**config.mk**
```make
export PLATFORM = sky130hd
export DESIGN_NAME = adc_sample_conditioner
export DESIGN_NICKNAME = d
export VERILOG_FILES = /design/src/rtl/dsp_pkg.sv /design/src/rtl/sample_fifo.sv /design/src/rtl/adc_sample_conditioner.sv
export SDC_FILE = /design/constraint.sdc
export NUM_CORES = 1
export LEC_CHECK = 0
export ABC_CLOCK_PERIOD_IN_PS = 10710
export CORE_UTILIZATION = 50
export CTS_BUF_LIST = sky130_fd_sc_hd__clkbuf_4 sky130_fd_sc_hd__clkbuf_8
export DETAILED_ROUTE_END_ITERATION = 10
export GPL_ROUTABILITY_DRIVEN = 0
export PLACE_DENSITY = 0.68
export SLEW_MARGIN = 25
export SYNTH_ARGS = -nofsm -noshare
export SYNTH_HDL_FRONTEND = slang
export SYNTH_SLANG_ARGS = --single-unit
export TNS_END_PERCENT = 10
```
**constraint.sdc**
```tcl
create_clock -name clk -period 10.71 [get_ports clk]
set_input_delay 2.142 -clock clk [delete_from_list [all_inputs] [get_ports clk]]
set_output_delay 2.142 -clock clk [all_outputs]
set_load 0.1 [all_outputs]
```
**src/rtl/dsp_pkg.sv**
```systemverilog
// Shared constants for the ADC front-end datapath.
package dsp_pkg;
    localparam int DEF_DATA_W = 12;

    localparam logic [11:0] ADC_MID = 12'h800;
    localparam logic [11:0] ADC_MIN = 12'h000;
    localparam logic [11:0] ADC_MAX = 12'hFFF;
endpackage

```
**src/rtl/sample_fifo.sv**
```systemverilog
// First-word-fall-through sample FIFO. Pointers carry one extra wrap bit,
// so occupancy is the pointer difference.
module sample_fifo #(
    parameter int WIDTH = 12,
    parameter int DEPTH = 8
) (
    input  logic                     clk,
    input  logic                     rst,
    input  logic                     wr_en,
    input  logic [WIDTH-1:0]         din,
    input  logic                     rd_en,
    output logic [WIDTH-1:0]         dout,
    output logic                     empty,
    output logic                     full,
    output logic [$clog2(DEPTH):0]   level
);
    localparam int AW = $clog2(DEPTH);

    logic [WIDTH-1:0] r_mem [DEPTH];
    logic [AW:0]      r_wr_ptr;
    logic [AW:0]      r_rd_ptr;
    logic             w_wr;
    logic             w_rd;

    assign level = r_wr_ptr - r_rd_ptr;
    assign empty = (level == '0);
    assign full  = (level == (AW+1)'(DEPTH));
    assign dout  = r_mem[r_rd_ptr[AW-1:0]];

    // A write into a full FIFO is only legal when the head leaves on the same edge.
    assign w_rd = rd_en & ~empty;
    assign w_wr = wr_en & (~full | w_rd);

    always_ff @(posedge clk or posedge rst) begin
        if (rst) begin
            r_wr_ptr <= '0;
            r_rd_ptr <= '0;
            for (int i = 0; i < DEPTH; i++) begin
                r_mem[i] <= '0;
            end
        end else begin
            if (w_wr) begin
                r_mem[r_wr_ptr[AW-1:0]] <= din;
                r_wr_ptr                <= r_wr_ptr + 1'b1;
            end
            if (w_rd) begin
                r_rd_ptr <= r_rd_ptr + 1'b1;
            end
        end
    end
endmodule

```
**src/rtl/adc_sample_conditioner.sv**
```systemverilog
// Captures one ADC word per rising edge of din_valid, converts offset-binary
// to two's complement, buffers it and flags clipping and dropped samples.
module adc_sample_conditioner #(
    parameter int DATA_W     = dsp_pkg::DEF_DATA_W,
    parameter int DEPTH      = 8,
    parameter bit SIGNED_OUT = 1'b1
) (
    input  logic                     clk,
    input  logic                     rst,
    input  logic [DATA_W-1:0]        din,
    input  logic                     din_valid,
    output logic [DATA_W-1:0]        dout,
    output logic                     dout_valid,
    input  logic                     dout_ready,
    output logic [$clog2(DEPTH):0]   level,
    output logic                     clip,
    output logic                     overflow,
    input  logic                     clear_ovf
);
    logic              r_din_valid_q;
    logic              r_clip;
    logic              r_overflow;
    logic              w_wr_evt;
    logic              w_rd_evt;
    logic              w_empty;
    logic              w_full;
    logic              w_raw_clip;
    logic [DATA_W-1:0] w_word;

    assign w_wr_evt   = din_valid & ~r_din_valid_q;
    assign w_rd_evt   = dout_valid & dout_ready;
    assign w_raw_clip = (din == '0) | (din == '1);
    assign w_word     = SIGNED_OUT ? {~din[DATA_W-1], din[DATA_W-2:0]} : din;

    assign dout_valid = ~w_empty;
    assign clip       = r_clip;
    assign overflow   = r_overflow;

    sample_fifo #(
        .WIDTH (DATA_W),
        .DEPTH (DEPTH)
    ) u_fifo (
        .clk   (clk),
        .rst   (rst),
        .wr_en (w_wr_evt),
        .din   (w_word),
        .rd_en (w_rd_evt),
        .dout  (dout),
        .empty (w_empty),
        .full  (w_full),
        .level (level)
    );

    // History resets high so a valid already asserted at reset release is ignored.
    always_ff @(posedge clk or posedge rst) begin
        if (rst) begin
            r_din_valid_q <= 1'b1;
            r_clip        <= 1'b0;
            r_overflow    <= 1'b0;
        end else begin
            r_din_valid_q <= din_valid;
            r_clip        <= w_wr_evt & w_raw_clip;
            if (w_wr_evt & w_full & ~w_rd_evt) begin
                r_overflow <= 1'b1;
            end else if (clear_ovf) begin
                r_overflow <= 1'b0;
            end
        end
    end
endmodule

```
==> out/metrics.csv, run 1 <==
metric,value,unit
fmax,0.163,GHz
slew_headroom,35.1,%
end_kind,output pin,
antenna_found_initial,0,
required,8570,ps
n_antenna_cell,0,
max_stage_delay,990,ps
avgSynthCellArea,14.9,µm²
initial_core_util,52.3,%
clock-sinks,107,
die_area,0.0114,mm²
grt_max_degree,67,
core,0.0105,mm²
layout-drive-gt1-share,37.8,%
slew_viol_final,0,
tns,0,ps
max-clock-path-buffers,2,
root_buffer,clkbuf_8,
synthesis.nets,389,
die_h,107,µm
synth_area_leaders,"dfrtp_1 (49%), mux2_4 (19%), mux4_2 (9.9%)",
dp_hpwl,6.44,mm
fin_util,57.5,%
seq_area_frac_synth,49.0,%
path_cells,inv_1 > ha_1 > xor2_1 > or3_1 > or3_1 > clkdlybuf4s50_1,
insertion_delay,380,ps
synth_top_area_cell,dfrtp_1,
pin_count,36,
placed_area,0.00579,mm²
grt_overflow,0,
crit_buf_inv,2,
dp.cells,508,
cts_setup_buffers,0,
area_growth,10.1,%
dr_total_vias,2974,
cp_common_cell,or3_1,
finalHoldViolCount,0,
status,"finished, final reports clean",
start_kind,flop,
wl_per_cell,20.0,µm
final_nets,407,
period_share,57.3,%
die-width,107,µm
slowest_stage,clkdlybuf4s50_1,
grt_use_total,20.6,%
firstDrtPassIters,4,
reg2reg_slack,6620,ps
grt_pass1_vias,3240,
cts_tree,built,
async_reset_ff_share,100,%
netlist_area,0.00547,mm²
htree_levels,3,
io_buffers,35,
ant_nets,0,
ys_ff_latch,107,
r2r_start,u_fifo.r_rd_ptr[2]$_DFFE_PP0P_,
crit_fanout,16,
drcViolationCount,0,
grt_pass1_wl,17.5,mm
arrival,4000,ps
drt_iter0_drc,131,
synth_top_area_share,48.5,%
rsz0062_at_grt,no,
min_path_cells,1,
cts_hold_buffers,0,
cts_inserted_buffers,9,
clock_skew,15.1,ps
hold_path_class,flop to flop,
r2r_cells,7,
worst_slew_pin_slew,971,ps
viasPerCell,5.66,
routed_wl,10.5,mm
synth_flop_cell,dfrtp_1,
rows,37,
hp-start,u_fifo.r_mem[34]$_DFFE_PP0P_,
netlist_instances,366,
num-fill-cells,852,
ys_warn_count,0,
ys_types,40,
r2r_end,u_fifo.r_mem[6]$_DFFE_PP0P_,
hold_path_end,u_fifo.r_mem[34]$_DFFE_PP0P_,
clkTransAtPathRegs,100,ps
fin_cells,525,
fin_crit,6140,ps
setup_viol,0,
critical_path_class,flop to output pin,
path_delay_family,buffers and inverters,
final_area,0.00602,mm²
synth_edf_count,0,
cts-resized-gates,0,
drv_cap,0,
[per-stage QoR]
step / hold slack [ps] / setup WS [ps]
after global placement: 483 / 4980
final: 514 / 4570
after floorplan: 474 / 4530
after global routing: 528 / 4400
after detailed placement: 488 / 4900
after CTS: 517 / 4470
[cell families (layout without fill, tap and decap cells)]
group / count (synthesis) / after routing / synth area share [%]
AND/OR/NAND/NOR: 69 / 69 / 7.46
XOR/XNOR: 8 / 8 / 1.28
multiplexers: 122 / 122 / 34.8
buffers and inverters: 46 / 69 / 4.99
flip-flops: 107 / 107 / 49.0
AO/OA/AOI/OAI: 8 / 8 / 1.03
adder cells (fa/ha/maj): 6 / 6 / 1.51
[cell usage in the layout (no fill, tap or decap), types with 2 or more instances in the layout]
| cell type | n |
|---|---|
| and3_4 | 4 |
| or3_1 | 2 |
| mux2_4 | 71 |
| dfrtp_1 | 105 |
| clkbuf_8 | 9 |
| a21oi_2 | 2 |
| ha_1 | 5 |
| clkdlybuf4s50_1 | 35 |
| nand2_1 | 37 |
| mux2i_1 | 8 |
| xor2_1 | 3 |
| nand3_1 | 2 |
| xnor2_1 | 5 |
| mux2_2 | 18 |
| nor3_1 | 3 |
| nor4_1 | 4 |
| and3_1 | 3 |
| nand3b_4 | 4 |
| inv_1 | 14 |
| nand4_1 | 4 |
| mux4_2 | 24 |
| buf_4 | 2 |
| clkinvlp_4 | 3 |
[Yosys cell counts (2+ instances only)]
cell type	n
dfrtp_1	106
mux2_4	71
nand2_1	37
mux4_2	24
mux2_2	18
inv_1	15
clkbuf_1	13
mux2i_1	8
buf_6	6
ha_1	5
xnor2_1	5
and3_4	4
buf_1	4
buf_2	4
nand3b_4	4
nand4_1	4
nor4_1	4
and3_1	3
buf_12	3
nor3_1	3
xor2_1	3
a21oi_2	2
nand3_1	2
or3_1	2
[sequential cells by signal (all words and copies together), names as in the netlist]
register and cells:
u_fifo.r_mem 96, u_fifo.r_rd_ptr 4, u_fifo.r_wr_ptr 4, clip 1
overflow 1, r_din_valid_q 1
[worst max-delay path by stage]
stage	from	endpoint	slack, ps	depth (start not counted)
final	u_fifo.r_rd_ptr[2]$_DFFE_PP0P_	dout_valid	4570	6
after global routing	u_fifo.r_rd_ptr[2]$_DFFE_PP0P_	dout_valid	4400	6
after CTS	u_fifo.r_rd_ptr[0]$_DFFE_PP0P_	dout_valid	4470	6
after detailed placement	u_fifo.r_rd_ptr[0]$_DFFE_PP0P_	dout_valid	4900	7
after global placement	u_fifo.r_rd_ptr[0]$_DFFE_PP0P_	dout_valid	4980	7
after floorplan	u_fifo.r_rd_ptr[1]$_DFFE_PP0P_	dout_valid	4530	7
[final cells by class]
cell class	count	area [µm²]	share of cell area [%]
inverters	15	58.8	0.977
repair buffers	38	393	6.53
clock inverters	7	77.6	1.29
multi-input cells	213	2520	41.8
well taps	136	170	2.83
flip-flops and latches	107	2680	44.5
clock buffers	9	124	2.06
[layer usage]
layer  share of wire [%]  GRT usage, %  vias up
met4                 1.2          6.16        0
li1                    -             -     1326
met2                  47          32.2       51
met5                   0             0        -
met3                 3.3          4.01       11
met1                  48          29.2     1586
Power of run 1 is not shown: default switching activity piles up to over one toggle a cycle in this logic, so the estimate is an artifact.
==> run 2, diff against run 1 <==
- ABC_CLOCK_PERIOD_IN_PS: 10710 -> 6350
- clock period: 10.71 -> 6.35 ns (I/O delays scaled with it)
==> run 2 against run 1 <==
Net effect: design area down 0.79%; via count up 0.17%; critical path depth unchanged; hold slack worse by 3.8 ps; flip-flop and latch count unchanged; first-iteration DRC count up 3.1%; register-to-register slack worse by 4300 ps; clock-buffer cell count up 3; cell count unchanged; largest cell class unchanged.
==> out/metrics.csv, run 2 (same netlist as run 1, synthesis figures left out) <==
metric,value,unit,change
clkTransAtPathRegs,90,ps,about the same
clock-sinks,107,,unchanged
die_area,0.0114,mm²,unchanged
grt_max_degree,66,,-1.5%
top_regs,"u_fifo.r_mem: 96 flops, u_fifo.r_rd_ptr: 4 flops, u_fifo.r_wr_ptr: 4 flops",,
tns,0,ps,unchanged
crit_path_start,u_fifo.r_rd_ptr[2]$_DFFE_PP0P_,,
final_nets,407,,unchanged
clock_skew,10.5,ps,-4.59 ps
core,0.0105,mm²,unchanged
cts_tree,built,,
die-width,107,µm,unchanged
root_buffer,clkbuf_8,,
placed_area,0.00580,mm²,+0.13%
fin_crit,5230,ps,
largest_reg_flops,96,,unchanged
die_h,107,µm,unchanged
cp_common_cell,or3_1,,
antenna_found_initial,0,,unchanged
dr_total_vias,2979,,+0.17%
drv_cap,0,,unchanged
viasPerCell,5.67,,+0.17%
slew_viol_final,0,,unchanged
arrival,3960,ps,-40 ps
gr-usage-met3,4.13,%,+0.12 points
initial_core_util,52.3,%,unchanged
reg2reg_slack,2330,ps,-4290 ps
layout-drive-gt1-share,37.8,%,unchanged
grtUsageMet1,29.5,%,+0.32 points
grt_pass1_wl,17.5,mm,-0.24%
io_buffers,35,,unchanged
top_usage_layer,met2,,
area_growth,9.22,%,
slew_headroom,35.0,%,about the same
drt_iter0_drc,135,,+3.1%
rows,37,,unchanged
path_cells,inv_1 > ha_1 > xor2_1 > or3_1 > or3_1 > clkdlybuf4s50_1,,
required,5080,ps,-3490 ps
routed_wl,10.3,mm,-1.6%
cts-resized-gates,0,,unchanged
status,"finished, final reports clean",,
n_antenna_cell,0,,unchanged
max_stage_delay,990,ps,about the same
insertion_delay,370,ps,about the same
max-clock-path-buffers,2,,unchanged
cp-endpoint,dout_valid,,
r2r_end,u_fifo.r_mem[8]$_DFFE_PP0P_,,
period_share,82.4,%,
finalHoldViolCount,0,,unchanged
slowest_stage,clkdlybuf4s50_1,,
firstDrtPassIters,4,,unchanged
final_area,0.00597,mm²,-0.79%
end_kind,output pin,,
min_path_cells,1,,unchanged
cts_hold_buffers,0,,unchanged
wl_per_cell,19.7,µm,-1.6%
grtUsageMet2,32.0,%,-0.18 points
r2r_cells,7,,unchanged
crit_fanout,16,,unchanged
critical_path_class,flop to output pin,,
layout_common_cells,"dfrtp_1 (105), mux2_4 (71), nand2_1 (37), clkdlybuf4s50_1 (35), mux4_2 (24)",,
grt_use_total,20.4,%,-0.11 points
hold_slack,511,ps,-3.77 ps
final_common_cell,dfrtp_1,,
grt_pass1_vias,3230,,-0.31%
dp_hpwl,6.37,mm,-1.1%
cts_setup_buffers,0,,unchanged
r2r_start,u_fifo.r_rd_ptr[2]$_DFFE_PP0P_,,
worst_slew_pin_slew,971,ps,+0.255 ps
hold_path_class,flop to flop,,
rsz0062_at_grt,no,,
drcViolationCount,0,,unchanged
top_register,u_fifo.r_mem,,
grt_overflow,0,,unchanged
htree_levels,3,,unchanged
ant_nets,0,,unchanged
start_kind,flop,,
cts_inserted_buffers,9,,unchanged
setup_viol,0,,unchanged
pin_count,36,,unchanged
fmax,0.191,GHz,
## run 2: layer usage
metal | share of wire, % | routed length, µm | up-vias
met3 | 3.5 | 363 | 8
met4 | 0.96 | 99 | 0
met2 | 48 | 5000 | 51
li1 | - | - | 1337
met1 | 47 | 4880 | 1583
met5 | 0 | 0 | -
## run 2: worst min-delay path by stage
stage | slack [ps] | start | end
after floorplan | 470 | u_fifo.r_mem[33]$_DFFE_PP0P_ | u_fifo.r_mem[33]$_DFFE_PP0P_
after global placement | 480 | u_fifo.r_mem[33]$_DFFE_PP0P_ | u_fifo.r_mem[33]$_DFFE_PP0P_
after detailed placement | 490 | u_fifo.r_mem[48]$_DFFE_PP0P_ | u_fifo.r_mem[48]$_DFFE_PP0P_
after CTS | 510 | u_fifo.r_mem[70]$_DFFE_PP0P_ | u_fifo.r_mem[70]$_DFFE_PP0P_
after global routing | 530 | u_fifo.r_mem[43]$_DFFE_PP0P_ | u_fifo.r_mem[43]$_DFFE_PP0P_
final | 510 | u_fifo.r_mem[70]$_DFFE_PP0P_ | u_fifo.r_mem[70]$_DFFE_PP0P_
## run 2: metrics by stage
step / setup slack [ps] / utilization [%] / std cells
finish: 1120 / 57.1 / 525
global route: 924 / 57.1 / 525
CTS: 1090 / 57.1 / 525
detailed placement: 1520 / 55.4 / 509
global placement: 1610 / 55.4 / 509
floorplan: 1040 / - / 366
## run 2: final cells by class
type | instances | area (µm²)
fill | 886 | 4490
multi-input combinational | 213 | 2520
tap | 136 | 170
clock inverter | 4 | 27.5
timing repair buffer | 38 | 373
sequential | 107 | 2680
inverter | 15 | 58.8
clock buffer | 12 | 146
## run 2: critical path: cells and delay by family (launching register included)
| kind | cells | cell delay (ps) |
|---|---|---|
| buffers and inverters | 2 | 1440 |
| DFF | 1 | 760 |
| and+or+nand+nor | 2 | 730 |
| adders and majority gates | 1 | 470 |
| xor gates and xnor gates | 1 | 190 |
Power of run 2 is left out for the same reason.
==> run 3, diff against run 2 <==
- ABC_CLOCK_PERIOD_IN_PS: 6350 -> 4400
- PLACE_DENSITY: 0.68 -> 0.71
- clock period: 6.35 -> 4.4 ns (I/O delays scaled with it)
==> run 3 against run 2 <==
Net effect: die area unchanged; clock skew rose by 3.0 ps; register-to-register slack worse by 1200 ps; highest routed layer unchanged; critical path depth is 2 higher.
==> out/metrics.csv, run 3 (same netlist as run 1, synthesis figures left out) <==
metric,value,unit,change
status,"finished, final reports clean",,
grt_pass1_wl,17.3,mm,-0.71%
cts_tree,built,,
clock_skew,13.5,ps,+2.98 ps
final_nets,409,,+0.49%
seq_area,0.00268,mm²,unchanged
max_stage_delay,440,ps,-550 ps
slew_viol_final,0,,unchanged
end_kind,output pin,,
placed_area,0.00580,mm²,about the same
firstDrtPassIters,4,,unchanged
clkTransAtPathRegs,90,ps,about the same
top_regs,"u_fifo.r_mem: 96 flops, u_fifo.r_rd_ptr: 4 flops, u_fifo.r_wr_ptr: 4 flops",,
insertion_delay,380,ps,about the same
fmax,0.276,GHz,
viasPerCell,5.56,,-2.1%
core,0.0105,mm²,unchanged
clock-sinks,107,,unchanged
initial_core_util,52.3,%,unchanged
cts_setup_buffers,0,,unchanged
grt_pass1_vias,3096,,-4.1%
grt_max_degree,64,,-3.0%
num-fill-cells,847,,-4.4%
ant_nets,0,,unchanged
required,3520,ps,-1560 ps
setup_viol,0,,unchanged
period_share,82.3,%,
die_h,107,µm,unchanged
slew_headroom,32.5,%,-2.5 points
dp_hpwl,6.46,mm,+1.4%
layout_common_cells,"dfrtp_1 (105), mux2_4 (71), nand2_1 (37), mux4_2 (24), buf_4 (20)",,
die_area,0.0114,mm²,unchanged
critical_path_class,flop to output pin,,
cts_inserted_buffers,9,,unchanged
top_register,u_fifo.r_mem,,
rsz0062_at_grt,no,,
fin_cells,527,,+0.38%
met3_wirelength,369,µm,+1.7%
drcViolationCount,0,,unchanged
worst_slew_pin_slew,1010,ps,+41.2 ps
arrival,2740,ps,-1220 ps
antenna_found_initial,0,,unchanged
cts-resized-gates,0,,unchanged
tns,0,ps,unchanged
wl_met1,5.19,mm,+6.5%
final_area,0.00598,mm²,+0.17%
hold_path_class,flop to flop,,
rows,37,,unchanged
fin_crit,3620,ps,
grt_use_total,20.6,%,+0.14 points
path_cells,inv_1 > ha_1 > inv_1 > fa_1 > xor2_2 > or3_1 > or3_1 > buf_12,,
top_layer,met4,,
n_antenna_cell,0,,unchanged
multi_input_area,0.00252,mm²,+0.30%
slowest_stage,dfrtp_1,,
dr_total_vias,2928,,-1.7%
routed_wl,10.7,mm,+3.9%
max-clock-path-buffers,2,,unchanged
wl_per_cell,20.4,µm,+3.6%
crit_buf_inv,3,,+1
root_buffer,clkbuf_8,,
die-width,107,µm,unchanged
largest_reg_flops,96,,unchanged
drt_iter0_drc,143,,+5.9%
final_common_cell,dfrtp_1,,
io_buffers,35,,unchanged
drv_cap,0,,unchanged
grt_overflow,0,,unchanged
dp.cells,511,,+0.39%
dr_wl_met2,5.07,mm,+1.4%
start_kind,flop,,
path_delay_family,simple AND/OR/NAND/NOR gates,,
htree_levels,3,,unchanged
cts_hold_buffers,0,,unchanged
crit_fanout,5,,-11
area_growth,9.40,%,
pin_count,36,,unchanged
finalHoldViolCount,0,,unchanged
layout-drive-gt1-share,42.7,%,+4.9 points
-- run 3: per-stage QoR --
step	worst slack, ps	util, %	hold WS, ps
floorplan	32.9	-	474
global route	682	57.2	522
CTS	788	57.2	515
global placement	1240	55.5	484
detailed placement	1150	55.5	490
finish	777	57.2	512
-- run 3: path summary, 6_finish.rpt --
check | from | to | slack (ps) | cells past startpoint
max in group asynchronous | rst | u_fifo.r_mem[89]$_DFFE_PP0P_ | 2770 | 3
worst max register to register | u_fifo.r_rd_ptr[2]$_DFFE_PP0P_ | u_fifo.r_mem[8]$_DFFE_PP0P_ | 1140 | 8
worst min register to register | u_fifo.r_mem[69]$_DFFE_PP0P_ | u_fifo.r_mem[69]$_DFFE_PP0P_ | 510 | 1
worst min-delay path | u_fifo.r_mem[69]$_DFFE_PP0P_ | u_fifo.r_mem[69]$_DFFE_PP0P_ | 510 | 1
min in group asynchronous | rst | u_fifo.r_rd_ptr[1]$_DFFE_PP0P_ | 900 | 2
worst max-delay path | u_fifo.r_wr_ptr[0]$_DFFE_PP0P_ | dout_valid | 780 | 8
-- run 3: routing by layer --
layer  GRT usage, %  up-vias
li1               -     1327
met1           29.6     1539
met2           31.7       51
met3           4.56       11
met4           5.77        0
met5              0        -
-- run 3: area by class of cell --
type | instances | share of cell area [%]
Clock buffer | 12 | 2.55
Clock inverter | 4 | 0.439
Inverter | 15 | 0.983
Multi-Input combinational cell | 213 | 42.2
Sequential cell | 107 | 44.8
Tap cell | 136 | 2.84
Timing Repair Buffer | 40 | 6.19
Power of run 3 is left out for the same reason.
